**src/rtl/bcd2bin_pkg.sv**
```systemverilog
// bcd2bin_pkg: shared constants, FSM state type and limits for the
// sign-magnitude BCD to two's-complement binary converter.
// Optional build macro used by bcd2bin: BCD2BIN_SAT_EN (saturate on overflow).
package bcd2bin_pkg;

    localparam int ND    = 4;                    // BCD digits
    localparam int BIN_W = 11;                   // two's-complement result width
    localparam int MAG_W = 14;                   // shift steps / magnitude width
    localparam int BCD_W = 4*ND+1;               // sign + digits
    localparam int CNT_W = $clog2(MAG_W+1);

    localparam logic [MAG_W-1:0] BIN_MAX_POS = MAG_W'(1023);
    localparam logic [MAG_W-1:0] BIN_MAX_NEG = MAG_W'(1024);

    localparam logic [BIN_W-1:0] SAT_POS = {1'b0, {(BIN_W-1){1'b1}}};
    localparam logic [BIN_W-1:0] SAT_NEG = {1'b1, {(BIN_W-1){1'b0}}};

    // reverse double-dabble correction: a digit that picked up the 8-weight
    // bit from its upper neighbour really holds 5, so take 3 off
    localparam logic [3:0] ADJ_THR = 4'd8;
    localparam logic [3:0] ADJ_SUB = 4'd3;

    typedef enum logic [1:0] {IDLE, SHIFT, FIN} state_e;

    function automatic logic digit_bad(input logic [3:0] d);
        return d > 4'd9;
    endfunction

endpackage

```
**src/rtl/bcd2bin_if.sv**
```systemverilog
// bcd2bin_if: request/result bundle for bcd2bin.
//   master: drives bcd_vld/bcd, observes busy and the result.
//   slave : the converter; samples the request, drives busy, bin_vld, bin, ovf, err.
interface bcd2bin_if;
    import bcd2bin_pkg::*;

    logic             bcd_vld;
    logic [BCD_W-1:0] bcd;
    logic             busy;
    logic             bin_vld;
    logic [BIN_W-1:0] bin;
    logic             ovf;
    logic             err;

    modport master (output bcd_vld, bcd, input busy, bin_vld, bin, ovf, err);
    modport slave  (input bcd_vld, bcd, output busy, bin_vld, bin, ovf, err);

endinterface

```
**src/rtl/bcd_digit_adj.sv**
```systemverilog
// bcd_digit_adj: one BCD digit correction cell for the reverse double-dabble
// step; subtracts 3 when the digit is 8 or more.
//   d_i : digit after the right shift
//   d_o : corrected digit
module bcd_digit_adj
    import bcd2bin_pkg::*;
(
    input  logic [3:0] d_i,
    output logic [3:0] d_o
);

    assign d_o = (d_i >= ADJ_THR) ? d_i - ADJ_SUB : d_i;

endmodule

```
**src/rtl/bcd2bin.sv**
```systemverilog
// bcd2bin: iterative sign-magnitude BCD -> two's-complement converter.
// One right shift of {bcd_sr, mag} per clock for MAG_W clocks, then a
// single finish cycle that produces bin/ovf/err with a one-cycle bin_vld.
//   clk   : clock, rising edge
//   rst_n : synchronous active-low reset
//   bus   : bcd2bin_if.slave (bcd_vld, bcd in; busy, bin_vld, bin, ovf, err out)
// Build macro: BCD2BIN_SAT_EN -- clamp bin to the nearest limit on overflow
// instead of wrapping.
module bcd2bin
    import bcd2bin_pkg::*;
(
    input  logic      clk,
    input  logic      rst_n,
    bcd2bin_if.slave  bus
);

    state_e              state_q, state_d;
    logic [CNT_W-1:0]    cnt_q, cnt_d;
    logic                sign_q, sign_d;
    logic [4*ND-1:0]     sr_q, sr_d;
    logic [MAG_W-1:0]    mag_q, mag_d;
    logic [ND-1:0]       inv_q, inv_d;
    logic [BIN_W-1:0]    bin_q, bin_d;
    logic                ovf_q, ovf_d;
    logic                err_q, err_d;
    logic                vld_q, vld_d;

    // shifted pair; the BCD LSB falls into the magnitude MSB
    logic [4*ND+MAG_W-1:0] sh;
    logic [4*ND-1:0]       sh_bcd, sr_adj;
    logic [MAG_W-1:0]      sh_mag, neg_mag;
    logic [ND-1:0]         in_bad;
    logic                  ovf_c;
    logic [BIN_W-1:0]      bin_wrap;

    assign sh     = {1'b0, sr_q, mag_q[MAG_W-1:1]};
    assign sh_bcd = sh[4*ND+MAG_W-1:MAG_W];
    assign sh_mag = sh[MAG_W-1:0];

    for (genvar g = 0; g < ND; g++) begin : g_dig
        bcd_digit_adj u_adj (
            .d_i (sh_bcd[4*g +: 4]),
            .d_o (sr_adj[4*g +: 4])
        );
        assign in_bad[g] = digit_bad(bus.bcd[4*g +: 4]);
    end

    assign neg_mag  = -mag_q;
    assign bin_wrap = sign_q ? neg_mag[BIN_W-1:0] : mag_q[BIN_W-1:0];
    // -1024 still fits, so the negative limit is one larger
    assign ovf_c    = sign_q ? (mag_q > BIN_MAX_NEG) : (mag_q > BIN_MAX_POS);

    always_comb begin
        state_d = state_q;
        cnt_d   = cnt_q;
        sign_d  = sign_q;
        sr_d    = sr_q;
        mag_d   = mag_q;
        inv_d   = inv_q;
        bin_d   = bin_q;
        ovf_d   = ovf_q;
        err_d   = err_q;
        vld_d   = 1'b0;
        case (state_q)
            IDLE: begin
                if (bus.bcd_vld) begin
                    sign_d  = bus.bcd[BCD_W-1];
                    sr_d    = bus.bcd[4*ND-1:0];
                    inv_d   = in_bad;
                    mag_d   = '0;
                    cnt_d   = CNT_W'(MAG_W);
                    state_d = SHIFT;
                end
            end
            SHIFT: begin
                sr_d  = sr_adj;
                mag_d = sh_mag;
                cnt_d = cnt_q - CNT_W'(1);
                if (cnt_q == CNT_W'(1)) state_d = FIN;
            end
            FIN: begin
                vld_d   = 1'b1;
                state_d = IDLE;
                if (|inv_q) begin
                    err_d = 1'b1;
                    ovf_d = 1'b0;
                    bin_d = '0;
                end else begin
                    err_d = 1'b0;
                    ovf_d = ovf_c;
`ifdef BCD2BIN_SAT_EN
                    bin_d = ovf_c ? (sign_q ? SAT_NEG : SAT_POS) : bin_wrap;
`else
                    bin_d = bin_wrap;
`endif
                end
            end
            default: state_d = IDLE;
        endcase
    end

    always_ff @(posedge clk) begin
        if (!rst_n) begin
            state_q <= IDLE;
            cnt_q   <= '0;
            sign_q  <= 1'b0;
            sr_q    <= '0;
            mag_q   <= '0;
            inv_q   <= '0;
            bin_q   <= '0;
            ovf_q   <= 1'b0;
            err_q   <= 1'b0;
            vld_q   <= 1'b0;
        end else begin
            state_q <= state_d;
            cnt_q   <= cnt_d;
            sign_q  <= sign_d;
            sr_q    <= sr_d;
            mag_q   <= mag_d;
            inv_q   <= inv_d;
            bin_q   <= bin_d;
            ovf_q   <= ovf_d;
            err_q   <= err_d;
            vld_q   <= vld_d;
        end
    end

    assign bus.busy    = (state_q != IDLE);
    assign bus.bin_vld = vld_q;
    assign bus.bin     = bin_q;
    assign bus.ovf     = ovf_q;
    assign bus.err     = err_q;

endmodule
```
**src/flat_wrapper.sv**
```systemverilog
// flat-port wrapper written by rule: the top's interface ports become plain ports
module bcd2bin_flat import bcd2bin_pkg::*;
  (clk, rst_n, bus_bcd_vld, bus_bcd, bus_busy, bus_bin_vld, bus_bin, bus_ovf, bus_err);
  bcd2bin_if bus_i ();
  input  logic clk;
  input  logic rst_n;
  input wire logic [$bits(bus_i.bcd_vld)-1:0] bus_bcd_vld;
  input wire logic [$bits(bus_i.bcd)-1:0] bus_bcd;
  output wire logic [$bits(bus_i.busy)-1:0] bus_busy;
  output wire logic [$bits(bus_i.bin_vld)-1:0] bus_bin_vld;
  output wire logic [$bits(bus_i.bin)-1:0] bus_bin;
  output wire logic [$bits(bus_i.ovf)-1:0] bus_ovf;
  output wire logic [$bits(bus_i.err)-1:0] bus_err;
  assign bus_i.bcd_vld = bus_bcd_vld;
  assign bus_i.bcd = bus_bcd;
  assign bus_busy = bus_i.busy;
  assign bus_bin_vld = bus_i.bin_vld;
  assign bus_bin = bus_i.bin;
  assign bus_ovf = bus_i.ovf;
  assign bus_err = bus_i.err;
  bcd2bin u_core (.clk(clk), .rst_n(rst_n), .bus(bus_i));
endmodule
```
**config.mk**
```make
export PLATFORM = sky130hd
export DESIGN_NAME = bcd2bin_flat
export DESIGN_NICKNAME = d
export VERILOG_FILES = /design/src/rtl/bcd2bin_pkg.sv /design/src/rtl/bcd2bin_if.sv /design/src/rtl/bcd_digit_adj.sv /design/src/rtl/bcd2bin.sv /design/src/flat_wrapper.sv
export SDC_FILE = /design/constraint.sdc
export NUM_CORES = 1
export LEC_CHECK = 0
export CAP_MARGIN = 20
export CORE_UTILIZATION = 40
export DETAILED_ROUTE_END_ITERATION = 16
export PLACE_DENSITY = 0.71
export SKIP_LAST_GASP = 1
export SLEW_MARGIN = 20
export SYNTH_ARGS = -nofsm -noshare
export SYNTH_HDL_FRONTEND = slang
export SYNTH_HIERARCHICAL = 1
export SYNTH_SLANG_ARGS = --single-unit
```
**constraint.sdc**
```tcl
create_clock -name clk -period 1.9 [get_ports clk]
set_clock_uncertainty 0.05 [all_clocks]
set_input_delay 0.38 -clock clk [delete_from_list [all_inputs] [get_ports clk]]
set_output_delay 0.38 -clock clk [all_outputs]
set_load 0.05 [all_outputs]
```
==> impl_results.md <==
* Slowest cell on crit path: clkdlybuf4s50_1
* Post-detail-place hpwl at 3690 um
* Largest stage delay, worst path at 0.79 ns
* FF/Latch Area at 1100 sq um
* Worst EP required at 1.47 ns
* Int Pwr at 0.00161 W
* CP Max Fanout at 1
* Worst-path clk slew at 0.10 ns
* Clk sink count at 55
* Synth Area per Inst at 8.71 sq um
* CTS tree: built
* Die Wd at 80.9 um
* Hold violation total from the final report at 0
* Top cell type's share of synthesized area at 0.442
* First-pass GRT wire length at 9050 um
* CTS root buf: clkbuf_8
* DRT Pass-1 Iters at 4
* Yosys warns at 6
* WS Path Type: reg -> out
* Synth cell types at 35
* Initial Utilization at 0.418
* Final setup vio count at 0
* Post-synth top cells: 55 x dfxtp_1, 40 x nand2_1, 22 x a21oi_1
* Antenna violations before repair at 0
* # DRC at 0
* Post-Layout Inst Area at 3100 sq um
* Sw Pwr at 0.000624 W
* Worst vdd ir at 0.375 mV
* Clk pwr share at 0.288
* Row count at 28
* Global route overflow at 0
* Initial DRC Count at 97
* Post-DR vias/cell at 5.09
* Area of the multi-input gates at 1310 sq um
* Top post-synthesis cells by area: dfxtp_1 44%, nand2_1 6.0%, ha_1 5.5%, a22oi_1 4.5%, a21oi_1 4.4%
* Leak pwr at 1.28 nW
* CTS Buffer Depth at 2
* I/O pins at 35
* Routability Congestion at 0.781
* Area grow syn2layout at 24.5%
* Hold-fix buffers, CTS at 0
* Share of cells above drive strength 1 at 0.133
* ANT nets after route at 0
* Cells after synthesis at 286
* Port Buffer Count at 34
* Die Height at 80.9 um
* Crit end category: output port
* Fill cells at 590
* Max transition margin at 0.610
* CP Launch Type: flip-flop
* Total power at 0.00224 W
* DRT Wirelength at 5180 um
* CP top delay family: buffers and inverters
* Async SR Flop Fraction at 0
* Maxcap violations at 0
* Largest net degree at the start of global routing at 21
* Slew Viols, Final at 0
* Switching share of total power at 0.279
* Most common cell in the netlist: dfxtp_1
* Final period demand of the worst path at 1.85 ns
* WP buf/inv at 1
* Pwr/cell area at 721 nW/um^2
* All-layer global routing usage at 0.178
* Clk_lat worst skew at 0.31 ns
* Max Fclk at 541 MHz
* Top FF cell, synth: dfxtp_1
* Area leader, netlist: dfxtp_1
* Post-synthesis cell area at 2490 sq um
* Status: finished clean
* EDFF count, synth at 0
* Final #Nets at 368
* Synth Register Bits at 55
* Die Footprint at 6550 sq um
* Placed Area at 3000 sq um
* Reg power frac at 0.564
* Drt wl/cell at 12.5 um
* Worst path cell trace: clkdlybuf4s50_1
* Period utilization at 0.973
* Vias at 2103
* Least-Margin Pin Slew at 0.583 ns
* # diodes at 0
* Area of the core at 5960 sq um
* Worst hold path type: reg -> reg
* Worst EP arrival at 1.42 ns
* CTS H-tree depth at 2
* RSZ-0062 raised after global routing: false
* Vias in the first global route at 1938
* Cts bufs inserted at 5
* Seq/Total Area, Yosys at 0.442
* Comb pwr share at 0.149
==> through the flow <==
stage / hold slack, ns / worst slack (ns) / TNS (ns) / instances / util
final: 0.409 / 0.0513 / 0 / 413 / 0.521
after global routing: 0.434 / 0.000455 / 0 / 413 / 0.521
after CTS: 0.410 / 0.00196 / 0 / 413 / 0.519
after detailed placement: 0.396 / -0.222 / -2.61 / 405 / 0.504
after global placement: 0.388 / -0.161 / -2.00 / 405 / 0.504
after floorplan: 0.382 / 0.138 / 0 / 290 / -
==> final cells by class <==
class	instances	area share
Inverter	15	0.0181
Clock inverter	3	0.00645
Clock buffer	5	0.0222
Sequential cell	55	0.355
Tap cell	75	0.0302
Multi-Input combinational cell	208	0.423
Timing Repair Buffer	52	0.145
==> worst min-delay path, stage by stage (launching register included) <==
cell	delay (ns)
dfxtp_1	0.32
nand2_1	0.05
a21oi_1	0.05
==> routing by layer <==
layer  global-route usage  share of wire  up-vias
li1                     -              -     1096
met1                0.234           0.49      960
met2                0.288           0.46       40
met4               0.0589          0.013        0
met5                    0              0        -
met3               0.0382          0.039        7
==> power groups by stage <==
stage          clock network (W)  logic, W  registers, W
6_report                0.000644  0.000333       0.00126
5_1_grt                 0.000700  0.000376       0.00127
4_1_cts                 0.000667  0.000332       0.00126
3_5_place_dp                   0  0.000331       0.00129
3_3_place_gp                   0  0.000324       0.00129
2_1_floorplan                  0  0.000216       0.00127
==> layout by cell type (no fill, tap or decap), types with 2 or more instances in the layout <==
master and instances:
a211oi_1 3, a21boi_0 2, a21oi_1 22, a22o_1 12, a22o_2 2, a22oi_1 15, a311oi_1 5, and3_1 2
buf_4 30, clkbuf_8 5, clkdlybuf4s50_1 20, clkinvlp_4 2, conb_1 5, dfxtp_1 55, dlymetal6s2s_1 2, ha_1 11
inv_1 15, nand2_1 40, nand2b_1 7, nor2_1 19, nor2b_1 6, nor3_1 3, nor4_1 2, o211ai_1 4
o21ai_0 16, o31ai_1 2, o41ai_1 2, or4_1 2, xnor2_1 5, xor2_1 12
==> state kept, by name (all words and copies together), names as in the netlist <==
register,count
u_core/mag_q,14
u_core/bus.err,1
u_core/sr_q,16
u_core/inv_q,4
u_core/bus.ovf,1
u_core/sign_q,1
u_core/cnt_q,4
u_core/state_q,2
u_core/bus.bin_vld,1
u_core/bus.bin,11
==> repair_timing <==
action	CTS	global route
resized for setup	0	5
setup buffers	0	0
setup endpoints to repair	0	19
==> logic make-up (layout without fill, tap and decap cells) <==
logic type / Yosys count / after routing / share of synthesized area
other: 1 / 5 / 0.00150
XOR/XNOR: 17 / 17 / 0.0597
flip-flops: 55 / 55 / 0.442
buffers and inverters: 27 / 75 / 0.0412
adder cells (fa/ha/maj): 11 / 11 / 0.0552
AO/OA/AOI/OAI: 88 / 88 / 0.238
AND/OR/NAND/NOR: 87 / 87 / 0.163
==> path summary, 6_finish.rpt <==
check / start / to / slack, ns / depth (start not counted)
max: u_core/bus.bin_vld / bus_bin_vld / 0.05 / 1
min: u_core/inv_q[2] / u_core/inv_q[2] / 0.41 / 2
max reg2reg: u_core/mag_q[4] / u_core/bus.ovf / 0.12 / 4
min reg2reg: u_core/inv_q[2] / u_core/inv_q[2] / 0.41 / 2
Power figures use the tool's default switching activity.
